==> src/rtl/parking_pkg.sv <==
// parking_pkg: shared defaults and helpers for the parking zone counter
package parking_pkg;

    localparam int DEFAULT_CAPACITY   = 5;
    localparam int DEFAULT_DEB_CYCLES = 4;

    function automatic int cnt_width(input int capacity);
        return $clog2(capacity + 1);
    endfunction

    function automatic int zone_lsb(input int zone, input int width);
        return zone * width;
    endfunction

endpackage

==> src/rtl/debounce_edge.sv <==
// debounce_edge: synchronise one raw sensor bit, debounce it and pulse on accepted rising level
module debounce_edge
    import parking_pkg::*;
#(
    parameter int DEB_CYCLES = DEFAULT_DEB_CYCLES
) (
    input  logic clk,
    input  logic reset,
    input  logic raw,
    output logic level,
    output logic rise
);

    localparam int SW = $clog2(DEB_CYCLES + 1);
    localparam logic [SW-1:0] FULL = SW'(DEB_CYCLES);

    logic          s1;
    logic          s2;
    logic [SW-1:0] run;
    logic          flip;

    assign flip = run == FULL;

    // two-stage synchroniser, run length of samples disagreeing with the level, flip and rise pulse
    always_ff @(posedge clk or posedge reset) begin
        if (reset) begin
            s1    <= 1'b0;
            s2    <= 1'b0;
            run   <= '0;
            level <= 1'b0;
            rise  <= 1'b0;
        end else begin
            s1    <= raw;
            s2    <= s1;
            run   <= (flip || s2 == level) ? '0 : run + 1'b1;
            level <= level ^ flip;
            rise  <= flip & ~level;
        end
    end

endmodule

==> src/rtl/parking_zone_counter.sv <==
// parking_zone_counter: per-zone saturating free-space counters fed by debounced gate sensors
module parking_zone_counter
    import parking_pkg::*;
#(
    parameter int ZONES      = 2,
    parameter int CAPACITY   = DEFAULT_CAPACITY,
    parameter int DEB_CYCLES = DEFAULT_DEB_CYCLES,
    parameter int CNT_W      = cnt_width(CAPACITY)
) (
    input  logic                                clk,
    input  logic                                reset,
    input  logic [ZONES-1:0]                    entry0,
    input  logic [ZONES-1:0]                    exit0,
    output logic [ZONES*CNT_W-1:0]              free_spaces,
    output logic [ZONES-1:0]                    zone_green,
    output logic [ZONES-1:0]                    zone_red,
    output logic [ZONES-1:0]                    reject,
    output logic [ZONES-1:0]                    underflow,
    output logic [CNT_W+$clog2(ZONES+1)-1:0]    total_free,
    output logic                                lot_full
);

    localparam int TW = CNT_W + $clog2(ZONES + 1);
    localparam logic [CNT_W-1:0] CAP = CNT_W'(CAPACITY);

    logic [ZONES-1:0] ent_ev;
    logic [ZONES-1:0] ext_ev;
    logic [ZONES-1:0] ent_level_unused;
    logic [ZONES-1:0] ext_level_unused;
    logic [TW-1:0]    sum;

    for (genvar z = 0; z < ZONES; z++) begin : g_zone
        logic [CNT_W-1:0] c;
        logic             r;
        logic             u;
        logic             e;
        logic             x;

        debounce_edge #(.DEB_CYCLES(DEB_CYCLES)) u_ent (
            .clk   (clk),
            .reset (reset),
            .raw   (entry0[z]),
            .level (ent_level_unused[z]),
            .rise  (ent_ev[z])
        );

        debounce_edge #(.DEB_CYCLES(DEB_CYCLES)) u_ext (
            .clk   (clk),
            .reset (reset),
            .raw   (exit0[z]),
            .level (ext_level_unused[z]),
            .rise  (ext_ev[z])
        );

        assign e = ent_ev[z] & ~ext_ev[z];
        assign x = ext_ev[z] & ~ent_ev[z];

        // saturating count; coincident entry and exit cancel with no side effects
        always_ff @(posedge clk or posedge reset) begin
            if (reset) begin
                c <= CAP;
                r <= 1'b0;
                u <= 1'b0;
            end else begin
                c <= e ? (c == '0 ? c : c - 1'b1) : x ? (c == CAP ? c : c + 1'b1) : c;
                r <= e && c == '0;
                u <= u | (x && c == CAP);
            end
        end

        assign free_spaces[zone_lsb(z, CNT_W) +: CNT_W] = c;
        assign zone_green[z] = c != '0;
        assign zone_red[z]   = c == '0;
        assign reject[z]     = r;
        assign underflow[z]  = u;
    end

    // lot-wide sum of the registered zone counts
    always_comb begin
        sum = '0;
        for (int i = 0; i < ZONES; i++) sum = sum + TW'(free_spaces[zone_lsb(i, CNT_W) +: CNT_W]);
    end

    // registered total, one cycle behind the zone counts
    always_ff @(posedge clk or posedge reset) begin
        if (reset) total_free <= TW'(ZONES * CAPACITY);
        else       total_free <= sum;
    end

    assign lot_full = total_free == '0;

endmodule
==> config.mk <==
export PLATFORM = sky130hd
export DESIGN_NAME = parking_zone_counter
export DESIGN_NICKNAME = d
export VERILOG_FILES = /design/src/rtl/parking_pkg.sv /design/src/rtl/debounce_edge.sv /design/src/rtl/parking_zone_counter.sv
export SDC_FILE = /design/constraint.sdc
export NUM_CORES = 1
export LEC_CHECK = 0
export CORE_ASPECT_RATIO = 0.6
export CORE_MARGIN = 1
export CORE_UTILIZATION = 58
export DETAILED_ROUTE_END_ITERATION = 16
export PLACE_DENSITY = 0.8
export SYNTH_ARGS = -nofsm -noshare
export SYNTH_HDL_FRONTEND = slang
export SYNTH_HIERARCHICAL = 1
export SYNTH_SLANG_ARGS = --single-unit
==> constraint.sdc <==
create_clock -name clk -period 4.6 [get_ports clk]
set_input_delay 1.15 -clock clk [delete_from_list [all_inputs] [get_ports clk]]
set_output_delay 1.15 -clock clk [all_outputs]
set_load 0.01 [all_outputs]
== After elaboration in Yosys (flattened, before gate mapping) ==
Index checks and enable logic that the tools add are counted.

* Flip-flop bits (word level): 42
* Output and inout bits: 20
* Logic and storage cells: 101

* Add/subtract/negate cells: 9
* Eq/ne operators: 14
* Multiplexer cells: 12
* Bitwise logic cells: 22
* Reductions and logical operators: 17

{| class="wikitable"
|+ Operator list
! cell !! count
|-
| 2-to-1 mux 3 bit || 12
|-
| adder 3 x 1 -> 3 bit, second input constant || 6
|-
| equality test 3 bit, second input constant || 6
|-
| bitwise AND 1 bit || 8
|-
| inequality test 2 bit, second input constant || 4
|-
| NOT 1 bit || 8
|-
| logical NOT 3 bit || 2
|-
| AND reduction 3 bit || 2
|-
| nonzero test 3 bit || 2
|-
| subtractor 3 x 1 -> 3 bit, second input constant || 2
|-
| logical NOT 5 bit || 1
|-
| adder 3 x 3 -> 4 bit || 1
|-
| equality test 1 bit || 4
|-
| logical AND 1 bit || 4
|-
| logical OR 1 bit || 4
|-
| nonzero test 2 bit || 2
|-
| XOR 1 bit || 4
|-
| OR 1 bit || 2
|}

== Logic depth before layout (Yosys ltp) ==
* Depth after elaboration: 4
* Depth in mapped cells: 8
* Mapped depth without buffers: 8

== Hierarchy ==
Netlist, hierarchy kept.

{| class="wikitable"
|+ Modules (own cells, without submodules)
! module !! instances !! cells each !! area an instance (µm²) !! seq. area each (µm²)
|-
| debounce_edge || 4 || 22 || 282.8 || 175.2
|-
| parking_zone_counter || 1 || 84 || 883.3 || 357.8
|}

== Least setup slack after synthesis ==
OpenSTA, ideal clock, no wires.

* Kind: register -> output
* From: register g_zone[0].c[2]
* To: output port zone_red[0]
* Arrival: 1076 ps
* Data required time: 3450 ps
* Setup slack: 2374 ps
* Cell stages (with the launch flop): 4
* Buffers on the path: 1
* Cells stage by stage: dfstp_2 clkbuf_1 or3_1 inv_1

* Cells in the longest elaborated chain, start to end: 1

{| class="wikitable"
|+ Ends and longest elaborated chain
! element !! RTL line !! source
|-
| start, declared || parking_zone_counter.sv:33 || <nowiki>logic [CNT_W-1:0] c;</nowiki>
|-
| start signal, assigned || parking_zone_counter.sv:65 || <nowiki>c <= e ? (c == '0 ? c : c - 1'b1) : x ? (c == CAP ? c : c + 1'b1) : c;</nowiki>
|-
| logical NOT 3 bit || parking_zone_counter.sv:73 || <nowiki>assign zone_red[z] = c == '0;</nowiki>
|-
| end, declared || parking_zone_counter.sv:16 || <nowiki>output logic [ZONES-1:0] zone_red,</nowiki>
|}

No other way between the ends.

== Worst setup path after layout ==
* From: register g_zone[0].c[1]
* To: output port zone_red[0]

Same word-level chain as after synthesis.

==> results.md <==
- Via/cell ratio: 5.06
- CTS Buf Count: 5
- Post-CTS Setup Inserts: 0
- Clock tree buffer depth: 2
- Pin count of the biggest net entering global routing: 15
- Seq cells post-synth: 42
- Status: complete, no violations
- CTS tree: yes
- Post-synthesis xor/xnor area fraction: 4.35%
- Area grow syn2layout: 17.1%
- # Max-Cap Violations: 0
- Fmax: 343 MHz
- Clk sinks: 42
- Post-place setup slack: 2000 ps
- Final Core Density: 71.9%
- Worst min path class: reg -> reg
- Routed via count: 1225
- Main synth FF type: dfrtp_1
- Count of final hold-check violations: 0
- Nets: 226
- H-tree depth: 2
- Die height: 47.7 um
- Die Width: 78.1 um
- Routability cong.: 0.745
- Cell row count: 16
- Post-Syn Area: 2010 um2
- Post-route DRC: 0
- Global-route wire length before repair: 5240 um
- Async set-reset flop share out of synthesis: 100%
- Hold Buf Count CTS: 0
- Inserted Diodes: 0
- Final worst-path cycle share: 63.4%
- Post-CTS sizing: 0
- Final Slew Violations: 0
- WL final: 3250 um
- CTS root buffer: clkbuf_8
- DR iter-0 viols: 87
- Crit path launch type: register
- Top Ports: 26
- Arr. time, crit path: 1770 ps
- Crit path time final: 2920 ps
- Worst Setup End Kind: output pin
- Post-synthesis compound-gate area fraction: 6.96%
- Share of cells above drive strength 1: 10.2%
- Slew @ Worst Pin: 531 ps
- Syn_nets: 202
- Initial antenna violation count: 0
- Area of the multi-input gates: 790 um2
- Fill cell count: 227
- Dpl hpwl: 2460 um
- GRT Overall Usage: 19.7%
- RSZ-0062 raised after global routing: no
- Power Density: 570 nW/um2
- Main combinational cell family by area after synthesis: adder cells
- Fin Clk Skew: 10.1 ps
- Adder-cell share of the synthesized area: 15.3%
- Worst-Skew Late Latency: 290 ps
- Post-synthesis mux area share: 0.994%
- Iteration count of the initial detailed-routing pass: 4
- Post-Syn Instances: 172
- Post-DR wirelength/cell: 13.4 um
- Post-route setup slack: 1680 ps
- VDD IR-drop max: 271 uV
- Vias in the first global route: 1188
- Post-synth EDFFs: 0
- Routed Antenna Nets: 0
- Starting density of the core: 61.4%
- Crit path kind: reg -> out
- Setup TNS Final: 0 ps
- Die area: 3720 um2
- Critical-path maximum fanout: 10
- Yosys warnings: 6
- Sequential element share of the synthesized area: 52.5%
- Reg2reg setup slack: 2670 ps
- Port bufs: 24
- Sequential Area: 1060 um2
- Relative slew margins: 64.5%
- Finish-stage setup viols: 0
- Placeable Area: 3280 um2
- Library cells used by synthesis: 34
- Post-synthesis average cell area: 11.7 um2
- Simple-gate share of the synthesized area: 11.4%
- P_leak: 1.15 nW
- GRT Residual Overflow: 0
- Worst Path Required: 3450 ps
- Clock-pin slew of the registers on the worst-case setup and hold paths: 80 ps
cells in the final DEF, fill, tap and decap left out, types with 2 or more instances in the layout:
cell	synthesis	routed
clkbuf_8	0	6
xor2_1	3	3
o21ai_0	2	2
and2_1	6	6
nor2_1	3	3
mux2i_1	2	2
dfstp_2	6	6
ha_1	23	23
a41o_1	2	2
nand2b_1	4	4
dfrtp_1	36	36
or3b_1	4	4
xnor2_1	7	7
nor3_1	4	4
inv_1	32	32
a21oi_2	4	4
clkdlybuf4s50_1	0	24
nor3b_1	6	6
or3_1	2	2
a21o_1	2	2
nand2_1	3	3
a21oi_1	3	3
worst paths after layout:
kind,end,from,cells after the start
setup reg to reg,g_zone[0].c[2]$_DFFE_PP1P_,g_zone[0].u_ent/rise$_DFF_PP0_,7
hold reg to reg,g_zone[0].u_ent/s2$_DFF_PP0_,g_zone[0].u_ent/s1$_DFF_PP0_,0
hold / removal,g_zone[0].u_ent/s2$_DFF_PP0_,g_zone[0].u_ent/s1$_DFF_PP0_,0
max in group asynchronous,g_zone[0].c[0]$_DFFE_PP1P_,reset,2
min in group asynchronous,g_zone[1].u_ext/run[0]$_DFF_PP0_,reset,2
setup / recovery,zone_red[0],g_zone[0].c[1]$_DFFE_PP0P_,3
metal layers:
layer	share of wire [%]	up-vias	track usage, %
li1	-	597	-
met1	45	592	23.9
met4	0.77	0	5.56
met2	50	31	35.8
met3	4.3	5	6.29
met5	0	-	0
kinds of logic (layout without fill, tap and decap cells):
logic type | count (synthesis) | after routing
fa+ha+maj | 24 | 24
compound gates | 18 | 18
buf+inv | 39 | 64
simple gates | 36 | 36
flops | 42 | 42
other cells | 1 | 1
mux | 2 | 2
xor+xnor | 10 | 10
critical path, stage by stage, from the launching register on:
cell	delay, ps
dfrtp_1	500
or3_1	370
inv_1	80
clkdlybuf4s50_1	530
where the power goes:
group	leakage (nW)	total, mW	switching, mW	internal [mW]
registers	0.522	0.592	0.103	0.489
logic	0.584	0.511	0.244	0.267
clock network	0.0472	0.243	0.123	0.121
total	1.15	1.35	0.470	0.876
sequential cells by signal, indices dropped and copies added, names as in the netlist:
| signal | cells |
|---|---|
| g_zone.c | 6 |
| g_zone.r | 2 |
| g_zone.u | 2 |
| g_zone.u_ent/level | 2 |
| g_zone.u_ent/rise | 2 |
| g_zone.u_ent/run | 6 |
| g_zone.u_ent/s1 | 2 |
| g_zone.u_ent/s2 | 2 |
| g_zone.u_ext/level | 2 |
| g_zone.u_ext/rise | 2 |
| g_zone.u_ext/run | 6 |
| g_zone.u_ext/s1 | 2 |
| g_zone.u_ext/s2 | 2 |
| total_free | 4 |
final cells by class:
type	instances	share of cell area, %
clock buffers	6	3.50
clock inverters	2	0.530
inverters	32	5.09
multi-input cells	91	33.5
flip-flops and latches	42	44.9
well taps	45	2.39
repair buffers	24	10.2
through the flow:
step / area (um2) / instances / power (mW) / hold WS [ps]
after floorplan: 2010 / 172 / 0.897 / 331
after global placement: 2260 / 234 / 1.06 / 332
after detailed placement: 2260 / 234 / 1.11 / 335
after CTS: 2360 / 242 / 1.36 / 352
after global routing: 2360 / 242 / 1.45 / 358
final: 2360 / 242 / 1.35 / 350
synth_stat cells (2+ instances only):
cell type | instances | area [um2]
a21o_1 | 2 | 15.0
a21oi_1 | 3 | 15.0
a21oi_2 | 4 | 35.0
a41o_1 | 2 | 20.0
and2_1 | 6 | 37.5
buf_4 | 5 | 37.5
dfrtp_1 | 36 | 901
dfstp_2 | 6 | 158
ha_1 | 23 | 288
inv_1 | 32 | 120
mux2i_1 | 2 | 20.0
nand2_1 | 3 | 11.3
nand2b_1 | 4 | 25.0
nor2_1 | 3 | 11.3
nor3_1 | 4 | 20.0
nor3b_1 | 6 | 45.0
o21ai_0 | 2 | 10.0
or3_1 | 2 | 12.5
or3b_1 | 4 | 35.0
xnor2_1 | 7 | 61.3
xor2_1 | 3 | 26.3
(Power assumes the default switching activity.)
